`src/rtl/disp_pkg.sv`:
```
// Shared types and constants for the scrolling seven-segment message sequencer.
package disp_pkg;

  typedef enum logic [1:0] {
    ST_IDLE = 2'd0,
    ST_RUN  = 2'd1,
    ST_HOLD = 2'd2
  } state_t;

  localparam int         CHAR_W    = 4;
  localparam logic [3:0] BLANK_ALL = 4'b1111;

  // Address width for a message buffer of msg_len entries.
  function automatic int idx_w(input int msg_len);
    return (msg_len > 1) ? $clog2(msg_len) : 1;
  endfunction

endpackage

```
`src/rtl/tick_divider.sv`:
```
// Scroll-step divider: counts enabled cycles and wraps at TICK_DIV-1.
// o_tick flags the terminal count; the wrap happens on the next enabled edge.
module tick_divider #(
  parameter int TICK_DIV = 12_500_000
) (
  input  logic i_clk,
  input  logic i_rst,
  input  logic i_en,
  input  logic i_clr,
  output logic o_tick
);

  localparam int            CW      = $clog2(TICK_DIV);
  localparam logic [CW-1:0] CNT_MAX = CW'(TICK_DIV - 1);

  logic [CW-1:0] r_cnt;

  // Divider counter; clear takes priority over enable.
  always_ff @(posedge i_clk) begin
    if (i_rst || i_clr) begin
      r_cnt <= {CW{1'b0}};
    end else if (i_en) begin
      if (r_cnt == CNT_MAX) begin
        r_cnt <= {CW{1'b0}};
      end else begin
        r_cnt <= r_cnt + CW'(1);
      end
    end else begin
      r_cnt <= r_cnt;
    end
  end

  assign o_tick = (r_cnt == CNT_MAX);

endmodule

```
`src/rtl/display_scroll_ctrl.sv`:
```
// Feeds a four-digit seven-segment driver with a four-character window that
// scrolls through a small character buffer, one position per divided tick.
module display_scroll_ctrl
  import disp_pkg::*;
#(
  parameter int MSG_LEN  = 16,
  parameter int TICK_DIV = 12_500_000,
  parameter int CHAR_W   = disp_pkg::CHAR_W
) (
  input  logic                        i_clk,
  input  logic                        i_rst,
  input  logic                        i_wr_en,
  input  logic [idx_w(MSG_LEN)-1:0]   i_wr_addr,
  input  logic [CHAR_W-1:0]           i_wr_data,
  input  logic                        i_start,
  input  logic                        i_loop,
  input  logic                        i_pause,
  input  logic                        i_stop,
  output logic [4*CHAR_W-1:0]         o_digits,
  output logic [3:0]                  o_blank,
  output logic                        o_busy,
  output logic                        o_step,
  output logic                        o_done,
  output logic                        o_wr_err
);

  localparam int            AW      = idx_w(MSG_LEN);
  localparam logic [AW-1:0] POS_MAX = AW'(MSG_LEN - 1);
  localparam int            DW      = 4 * CHAR_W;

  state_t            r_state;
  state_t            w_state_nxt;
  logic [AW-1:0]     r_pos;
  logic [AW-1:0]     w_pos_nxt;
  logic              r_loop;
  logic              w_loop_nxt;
  logic              w_step_nxt;
  logic              w_done_nxt;
  logic              w_busy_nxt;
  logic              w_cnt_en;
  logic              w_cnt_clr;
  logic              w_tick;
  logic [CHAR_W-1:0] r_buf [MSG_LEN];
  logic [DW-1:0]     w_window;
  logic [DW-1:0]     r_digits;
  logic [3:0]        r_blank;
  logic              r_busy;
  logic              r_step;
  logic              r_done;
  logic              r_wr_err;

  tick_divider #(
    .TICK_DIV (TICK_DIV)
  ) u_tick_divider (
    .i_clk  (i_clk),
    .i_rst  (i_rst),
    .i_en   (w_cnt_en),
    .i_clr  (w_cnt_clr),
    .o_tick (w_tick)
  );

  // Counter control: a pending advance beats pause, so HOLD never sits on the terminal count.
  always_comb begin
    w_cnt_clr = (r_state == ST_IDLE) || i_stop;
    w_cnt_en  = 1'b0;
    case (r_state)
      ST_RUN:  w_cnt_en = !i_pause || w_tick;
      ST_HOLD: w_cnt_en = !i_pause;
      default: w_cnt_en = 1'b0;
    endcase
  end

  // Next-state logic: stop > tick advance > pause > start.
  always_comb begin
    w_state_nxt = r_state;
    w_pos_nxt   = r_pos;
    w_loop_nxt  = r_loop;
    w_step_nxt  = 1'b0;
    w_done_nxt  = 1'b0;
    case (r_state)
      ST_IDLE: begin
        if (i_stop) begin
          w_state_nxt = ST_IDLE;
        end else if (i_start) begin
          w_state_nxt = ST_RUN;
          w_pos_nxt   = {AW{1'b0}};
          w_loop_nxt  = i_loop;
        end else begin
          w_state_nxt = ST_IDLE;
        end
      end
      ST_RUN: begin
        if (i_stop) begin
          w_state_nxt = ST_IDLE;
          w_pos_nxt   = {AW{1'b0}};
        end else if (w_tick) begin
          w_step_nxt = 1'b1;
          if (r_pos == POS_MAX) begin
            w_pos_nxt = {AW{1'b0}};
            if (r_loop) begin
              w_state_nxt = ST_RUN;
            end else begin
              w_state_nxt = ST_IDLE;
              w_done_nxt  = 1'b1;
            end
          end else begin
            w_pos_nxt = r_pos + AW'(1);
          end
        end else if (i_pause) begin
          w_state_nxt = ST_HOLD;
        end else begin
          w_state_nxt = ST_RUN;
        end
      end
      ST_HOLD: begin
        if (i_stop) begin
          w_state_nxt = ST_IDLE;
          w_pos_nxt   = {AW{1'b0}};
        end else if (!i_pause) begin
          w_state_nxt = ST_RUN;
        end else begin
          w_state_nxt = ST_HOLD;
        end
      end
      default: begin
        w_state_nxt = ST_IDLE;
        w_pos_nxt   = {AW{1'b0}};
      end
    endcase
  end

  assign w_busy_nxt = (w_state_nxt != ST_IDLE);

  // Window mux for the upcoming position; digit3 (top slice) shows buf[pos].
  always_comb begin
    w_window = {DW{1'b0}};
    for (int k = 0; k < 4; k++) begin
      w_window[k*CHAR_W +: CHAR_W] = r_buf[w_pos_nxt + AW'(3 - k)];
    end
  end

  // Message buffer; writes land only while idle.
  always_ff @(posedge i_clk) begin
    if (i_rst) begin
      for (int i = 0; i < MSG_LEN; i++) begin
        r_buf[i] <= {CHAR_W{1'b0}};
      end
    end else if (i_wr_en && (r_state == ST_IDLE)) begin
      r_buf[i_wr_addr] <= i_wr_data;
    end
  end

  // State and registered outputs.
  always_ff @(posedge i_clk) begin
    if (i_rst) begin
      r_state  <= ST_IDLE;
      r_pos    <= {AW{1'b0}};
      r_loop   <= 1'b0;
      r_digits <= {DW{1'b0}};
      r_blank  <= BLANK_ALL;
      r_busy   <= 1'b0;
      r_step   <= 1'b0;
      r_done   <= 1'b0;
      r_wr_err <= 1'b0;
    end else begin
      r_state  <= w_state_nxt;
      r_pos    <= w_pos_nxt;
      r_loop   <= w_loop_nxt;
      r_digits <= w_busy_nxt ? w_window : {DW{1'b0}};
      r_blank  <= w_busy_nxt ? 4'b0000 : BLANK_ALL;
      r_busy   <= w_busy_nxt;
      r_step   <= w_step_nxt;
      r_done   <= w_done_nxt;
      r_wr_err <= i_wr_en && (r_state != ST_IDLE);
    end
  end

  assign o_digits = r_digits;
  assign o_blank  = r_blank;
  assign o_busy   = r_busy;
  assign o_step   = r_step;
  assign o_done   = r_done;
  assign o_wr_err = r_wr_err;

endmodule

```
`config.mk`:
```
export PLATFORM = sky130hd
export DESIGN_NAME = display_scroll_ctrl
export DESIGN_NICKNAME = d
export VERILOG_FILES = /design/src/rtl/disp_pkg.sv /design/src/rtl/tick_divider.sv /design/src/rtl/display_scroll_ctrl.sv
export SDC_FILE = /design/constraint.sdc
export NUM_CORES = 1
export LEC_CHECK = 0
export CORE_MARGIN = 2
export CORE_UTILIZATION = 40
export CTS_CLUSTER_DIAMETER = 40
export DETAILED_ROUTE_END_ITERATION = 7
export DONT_BUFFER_PORTS = 1
export GPL_TIMING_DRIVEN = 0
export PLACE_DENSITY = 0.63
export RECOVER_POWER = 50
export SKIP_LAST_GASP = 1
export SYNTH_ARGS = -nofsm -noshare
export SYNTH_HDL_FRONTEND = slang
export SYNTH_SLANG_ARGS = --single-unit
```
`constraint.sdc`:
```
create_clock -name i_clk -period 5.6 [get_ports i_clk]
set_input_delay 1.12 -clock i_clk [delete_from_list [all_inputs] [get_ports i_clk]]
set_output_delay 1.12 -clock i_clk [all_outputs]
set_load 0.03 [all_outputs]
```
Word-level counts from Yosys, hierarchy flattened
Memory sizes are Yosys's and may differ from the RTL's. A register that Yosys moved wholly into a read port is not among the register bits.
Cells that the tools add are included.
Operators by class
  add/subtract/negate cells: 5
  equality and inequality tests: 4
  muxes and demuxes: 29
  bitwise logic cells: 5
  reduce and logical (&&, ||, !) cells: 14
Operator list (count)
  2-to-1 mux 4 bit: 9
  adder 24 x 1 -> 24 bit (second input constant): 1
  equality test 24 bit (second input constant): 1
  2-to-1 mux 24 bit: 1
  case mux 4 bit (3 select lines): 1
  2-to-1 mux 1 bit: 11
  2-to-1 mux 2 bit: 5
  adder 4 x 1 -> 4 bit (second input constant): 2
  adder 4 x 2 -> 4 bit (second input constant): 2
  case mux 2 bit (3 select lines): 1
  NOT 1 bit: 5
  OR reduction 5 bit: 1
  equality test 4 bit (second input constant): 1
  nonzero test 2 bit: 2
  OR reduction 4 bit: 1
  logical OR 1 bit: 3
  AND reduction 3 bit: 1
  OR reduction 3 bit: 1
  equality test 2 x 1 -> 1 bit (second input constant): 1
  equality test 2 bit (second input constant): 1
  logical AND 1 bit: 2
  zero test 2 bit: 1
  case mux 1 bit (2 select lines): 1
  OR reduction 2 bit: 1
  zero test 1 bit: 1
Storage, ports and cells
  register bits: 39
  bits in writable memories: 64
  input bits: 15
  output and inout port bits: 24
  word-level logic and storage cells: 67
  memories: 1
Memory list
  r_buf: depth 16, bits a word 4, read ports 4, clocked after memory_dff 4, wr ports 16, line display_scroll_ctrl.sv:43  | logic [CHAR_W-1:0] r_buf [MSG_LEN];

Depth between registers and ports, before layout
  depth in word-level cells: 8
  depth in mapped cells: 18
  depth with buffers taken out: 13

Cells and area by module
A second synthesis with hierarchy kept.
Unflattened totals
  cells, all modules: 730
  area, all modules: 7184.4 um^2
Modules (own cells, without submodules)
  display_scroll_ctrl: times used 1, cells an instance 586, area an instance 5965.7 um^2, sequential area each 2482.4 um^2
  tick_divider: times used 1, cells an instance 144, area an instance 1218.7 um^2, sequential area each 480.5 um^2

Worst setup path after synthesis
No wires, ideal clock.
  path kind: in2reg
  start point: in i_stop
  end point: reg r_digits[11], in the netlist o_digits[11] (read register of r_buf)
  library setup time: 0.075 ns
  arrival: 4.030 ns
  required time: 5.525 ns
  slack: 1.495 ns
  stages: 16
  buffers on the path: 5
  cell sequence: nand2b_1 -> a21oi_1 -> nor2_1 -> o31a_1 -> buf_4 -> buf_4 -> buf_2 -> buf_2 -> ha_1 -> nor3b_1 -> a21boi_1 -> clkbuf_1 -> nor4_1 -> o21ai_0 -> nand4_1 -> o22ai_1
Between the ends
  word-level cells in the longest chain between the ends: 5
  elaborated cells between the ends (all ways): 12
  classes of those cells: 1 x add/sub; 8 x mux; 1 x bitwise; 2 x reduce/logical
Ends and longest elaborated chain
  start: declaration: line display_scroll_ctrl.sv:18  | input logic i_stop,
  branches (longest 5 deep; another with adder 4 x 1 -> 4 bit)
  end: declaration: line display_scroll_ctrl.sv:45  | logic [DW-1:0] r_digits;
Several ways; the timed one is not identified.
A chain may end at the register's enable or synchronous reset.

Final worst setup path
  start point: reg u_tick_divider.r_cnt[9]
  end point: reg r_digits[11], in the netlist o_digits[11] (read register of r_buf)
Between the ends
  elaborated cells between the ends (all ways): 11
  classes of those cells: 1 x add/sub; 1 x eq/ne; 6 x mux; 1 x bitwise; 2 x reduce/logical
RTL lines
  start: declaration: line tick_divider.sv:16  | logic [CW-1:0] r_cnt;
  start signal: assignment: line tick_divider.sv:21  | r_cnt <= {CW{1'b0}};
  start signal: assignment: line tick_divider.sv:24  | r_cnt <= {CW{1'b0}};
  start signal: assignment: line tick_divider.sv:26  | r_cnt <= r_cnt + CW'(1);
  equality test 24 bit: line tick_divider.sv:33  | assign o_tick = (r_cnt == CNT_MAX);
  2-to-1 mux 4 bit: line display_scroll_ctrl.sv:96  | end else if (w_tick) begin
  2-to-1 mux 4 bit: line display_scroll_ctrl.sv:93  | if (i_stop) begin
  case mux 4 bit (3 select lines): line display_scroll_ctrl.sv:80  | case (r_state)
  via w_pos_nxt[1]: line display_scroll_ctrl.sv:34  | logic [AW-1:0] w_pos_nxt;
  adder 4 x 1 -> 4 bit: line display_scroll_ctrl.sv:138  | w_window[k*CHAR_W +: CHAR_W] = r_buf[w_pos_nxt + AW'(3 - k)];
The timed path passes the listed nets, and every way through them passes these cells.

==> results.md <==
- DRT iter0 DRCs: 722
- HP Class: flop to flop
- Post-synthesis cell count: 754
- Crit path from: u_tick_divider.r_cnt[9]$_SDFFE_PP0P_
- DR WL/cell: 23.6 um
- Gr ovfl total: 0
- Leakage: 2.89 nW
- Worst-Skew Late Latency: 0.43 ns
- Number of global-route vias before repair: 5906
- Core Region: 18600 sq um
- Fin crit share: 91.4%
- Max-cap violation count: 0
- Slew Viols, Final: 0
- Layout Nets: 798
- Critical path class: flop to flop
- Antenna Cells: 0
- DR vias: 6321
- Synth Area in Simple Gates: 23.3%
- Hold Crit Depth: 1
- Register area share after synthesis: 39.5%
- Final wirelength: 24100 um
- Sequence of cells on the critical path: nor4b_1, nand3_1, nor2_1, nand3_1, a21oi_2, buf_2, buf_2, ha_1, nor3_1, mux2i_1, clkbuf_1, a31oi_1, o21ai_0, nand4_1, o22ai_1
- Mapped Area: 7500 sq um
- Hpwl dp: 17900 um
- Initial Util: 40.4%
- Root Buffer: clkbuf_16
- Longest Clk Path Bufs: 2
- CP Capture Point: o_digits[11]$_SDFF_PP0_
- First-pass DRT Iterations: 5
- Most frequent cells in the layout: mux2i_1 (91), edfxtp_1 (64), nor2_1 (54), dfxtp_1 (52), nand4_1 (48)
- Post-CTS setup buffer count: 0
- Chip height: 141 um
- Clock H-tree levels: 4
- Largest net degree at the start of global routing: 17
- R2r endpoint: o_digits[11]$_SDFF_PP0_
- EDFF count, synth: 64
- Worst R2R Path Depth: 15
- PwrDens: 264 nW/um^2
- Top_reg_cell synth: edfxtp_1
- Num CTS Buffers: 17
- Hold buffer count at cts: 0
- Worst-path fanout max: 11
- Post-synthesis compound-gate area fraction: 9.18%
- Final worst slack: 0.480 ns
- Sink Count: 116
- Residual DRC count: 0
- Initial antenna violation count: 0
- Rows: 50
- Time the worst path needs with I/O delays and setup: 5.12 ns
- Worst Tran Pin Value: 1.07 ns
- Post-synthesis xor/xnor area fraction: 3.25%
- Gpl congestion: 0.984
- Critical path endpoint category: flop
- I/O Pins: 39
- Post-synthesis mux area share: 19.1%
- Syn-to-layout area delta: 12.2%
- Layout cells sized above 1: 12.0%
- Status: finished, final reports clean
- Routed Antenna Nets: 0
- Final setup viols: 0
- Most common cell after layout, fill and taps aside: mux2i_1
- Number of cells upsized or downsized after cts: 0
- Clock skew: 0.0165 ns
- Worst-path clk slew: 0.06 ns
- Peak VDD IR: 200 uV
- Rel. slew slack: 28.0%
- Final setup TNS: 0 ns
- Req. time, crit path: 5.91 ns
- TritonCTS clock tree: done
- GRT Overall Usage: 24.7%
- Pre-CTS WS: 0.415 ns
- Die Wd: 141 um
- Port bufs: 0
- Mapped Nets: 779
- Yosys warns: 0
- Die ar.: 19900 sq um
- Mean post-synth cell area: 9.95 sq um
- Largest family of logic cells by synthesized area: simple AND/OR/NAND/NOR gates
- Synth cell types: 59
- Post-Synth Adder-Cell Area: 1.67%
- WP data arrival: 5.43 ns
- CP max-delay cell: nor4b_1
- First-pass GRT wire length: 36500 um
- Max Freq: 195 MHz
- RSZ-0062 raised after global routing: no
- Slowest stage delay, CP: 0.51 ns
- Post-synth ARST share: 0%
- Worst R2R Setup Slack: 0.48 ns
- Vias per std cell: 6.20
- FF+latch count, synth: 116
- Critical Path Source Type: flop
- Final Hold Vio Count: 0
- Critical R2R Launch: u_tick_divider.r_cnt[9]$_SDFFE_PP0P_
-- logic make-up (layout without fill, tap and decap cells) --
logic type / Yosys count / in the layout
xor+xnor: 27 / 27
fa+ha+maj: 10 / 10
simple gates: 313 / 313
buf+inv: 68 / 100
mux: 118 / 118
compound gates: 102 / 102
flops: 116 / 116
-- state kept, by name (all words and copies together) (netlist names) --
signal	flops
o_blank	1
o_busy	1
o_digits	16
o_done	1
o_step	1
o_wr_err	1
r_buf	64
r_loop	1
r_pos	4
r_state	2
u_tick_divider.r_cnt	24
-- synthesized netlist by cell type (9+ instances only) --
cell      number  share of area [%]
nor3_1        13               0.87
mux2i_1       91                 12
mux2_2        10                1.5
nand4_1       48                4.0
ha_1          10                1.7
clkbuf_1      32                1.6
nor2_1        54                2.7
and2_1        66                5.5
o31ai_1       16                1.6
buf_2         15                1.0
a31oi_1       20                1.7
nand3_1       13               0.87
or2_2         16                1.3
nor2b_1       10               0.83
a21oi_1        9               0.60
inv_1          9               0.45
xor2_1        11                1.3
mux4_2        10                3.0
dfxtp_1       52                 14
o21ai_0       20                1.3
edfxtp_1      64                 26
nor4_1        20                1.7
nand2_1       37                1.9
xnor2_1       15                1.8
-- worst min path at each step --
stage	start	end	slack [ns]
floorplan	r_loop$_SDFFE_PP0P_	o_done$_SDFF_PP0_	0.42
global placement	r_loop$_SDFFE_PP0P_	o_done$_SDFF_PP0_	0.48
detailed placement	r_loop$_SDFFE_PP0P_	o_done$_SDFF_PP0_	0.47
CTS	r_loop$_SDFFE_PP0P_	o_done$_SDFF_PP0_	0.49
global route	r_loop$_SDFFE_PP0P_	o_done$_SDFF_PP0_	0.50
finish	r_loop$_SDFFE_PP0P_	o_done$_SDFF_PP0_	0.47
-- per-stage QoR --
| step | cell area [sq um] | hold WS, ns | cells | util, % | total power [mW] |
|---|---|---|---|---|---|
| floorplan | 7500 | 0.420 | 754 | - | 1.03 |
| global placement | 7790 | 0.480 | 988 | 41.9 | 1.08 |
| detailed placement | 7790 | 0.473 | 988 | 41.9 | 1.08 |
| CTS | 8420 | 0.486 | 1020 | 45.3 | 2.23 |
| global route | 8410 | 0.504 | 1020 | 45.3 | 2.28 |
| finish | 8410 | 0.474 | 1020 | 45.3 | 2.22 |
-- layer usage --
layer | track usage, % | vias up | share of wire (%)
met5 | 0 | - | 0
met4 | 11.4 | 0 | 4.5
met3 | 7.17 | 76 | 9.6
met2 | 34.9 | 333 | 42
met1 | 34.7 | 3043 | 44
li1 | - | 2869 | -
-- final cells by class --
class / count / area, sq um
clock buffers: 17 / 425
inverters: 10 / 37.5
plain buffers: 58 / 251
well taps: 234 / 293
fillers: 1749 / 10200
flip-flops and latches: 116 / 2960
clock inverters: 15 / 204
multi-input cells: 570 / 4240
-- critical path, delay by kind of cell, from the launching register on --
| kind | cells | cell delay [ns] |
|---|---|---|
| simple gates | 6 | 1.65 |
| buf+inv | 3 | 1.24 |
| compound gates | 4 | 1.01 |
| mux | 1 | 0.42 |
| flops | 1 | 0.35 |
| fa+ha+maj | 1 | 0.32 |
-- where the power goes --
group / internal [mW] / switching (mW) / leakage [nW]
clock: 0.746 / 0.416 / 0.298
sequential: 0.921 / 0.0500 / 1.09
combinational: 0.0377 / 0.0537 / 1.51
Note: power is estimated with default switching activity, not from simulation.
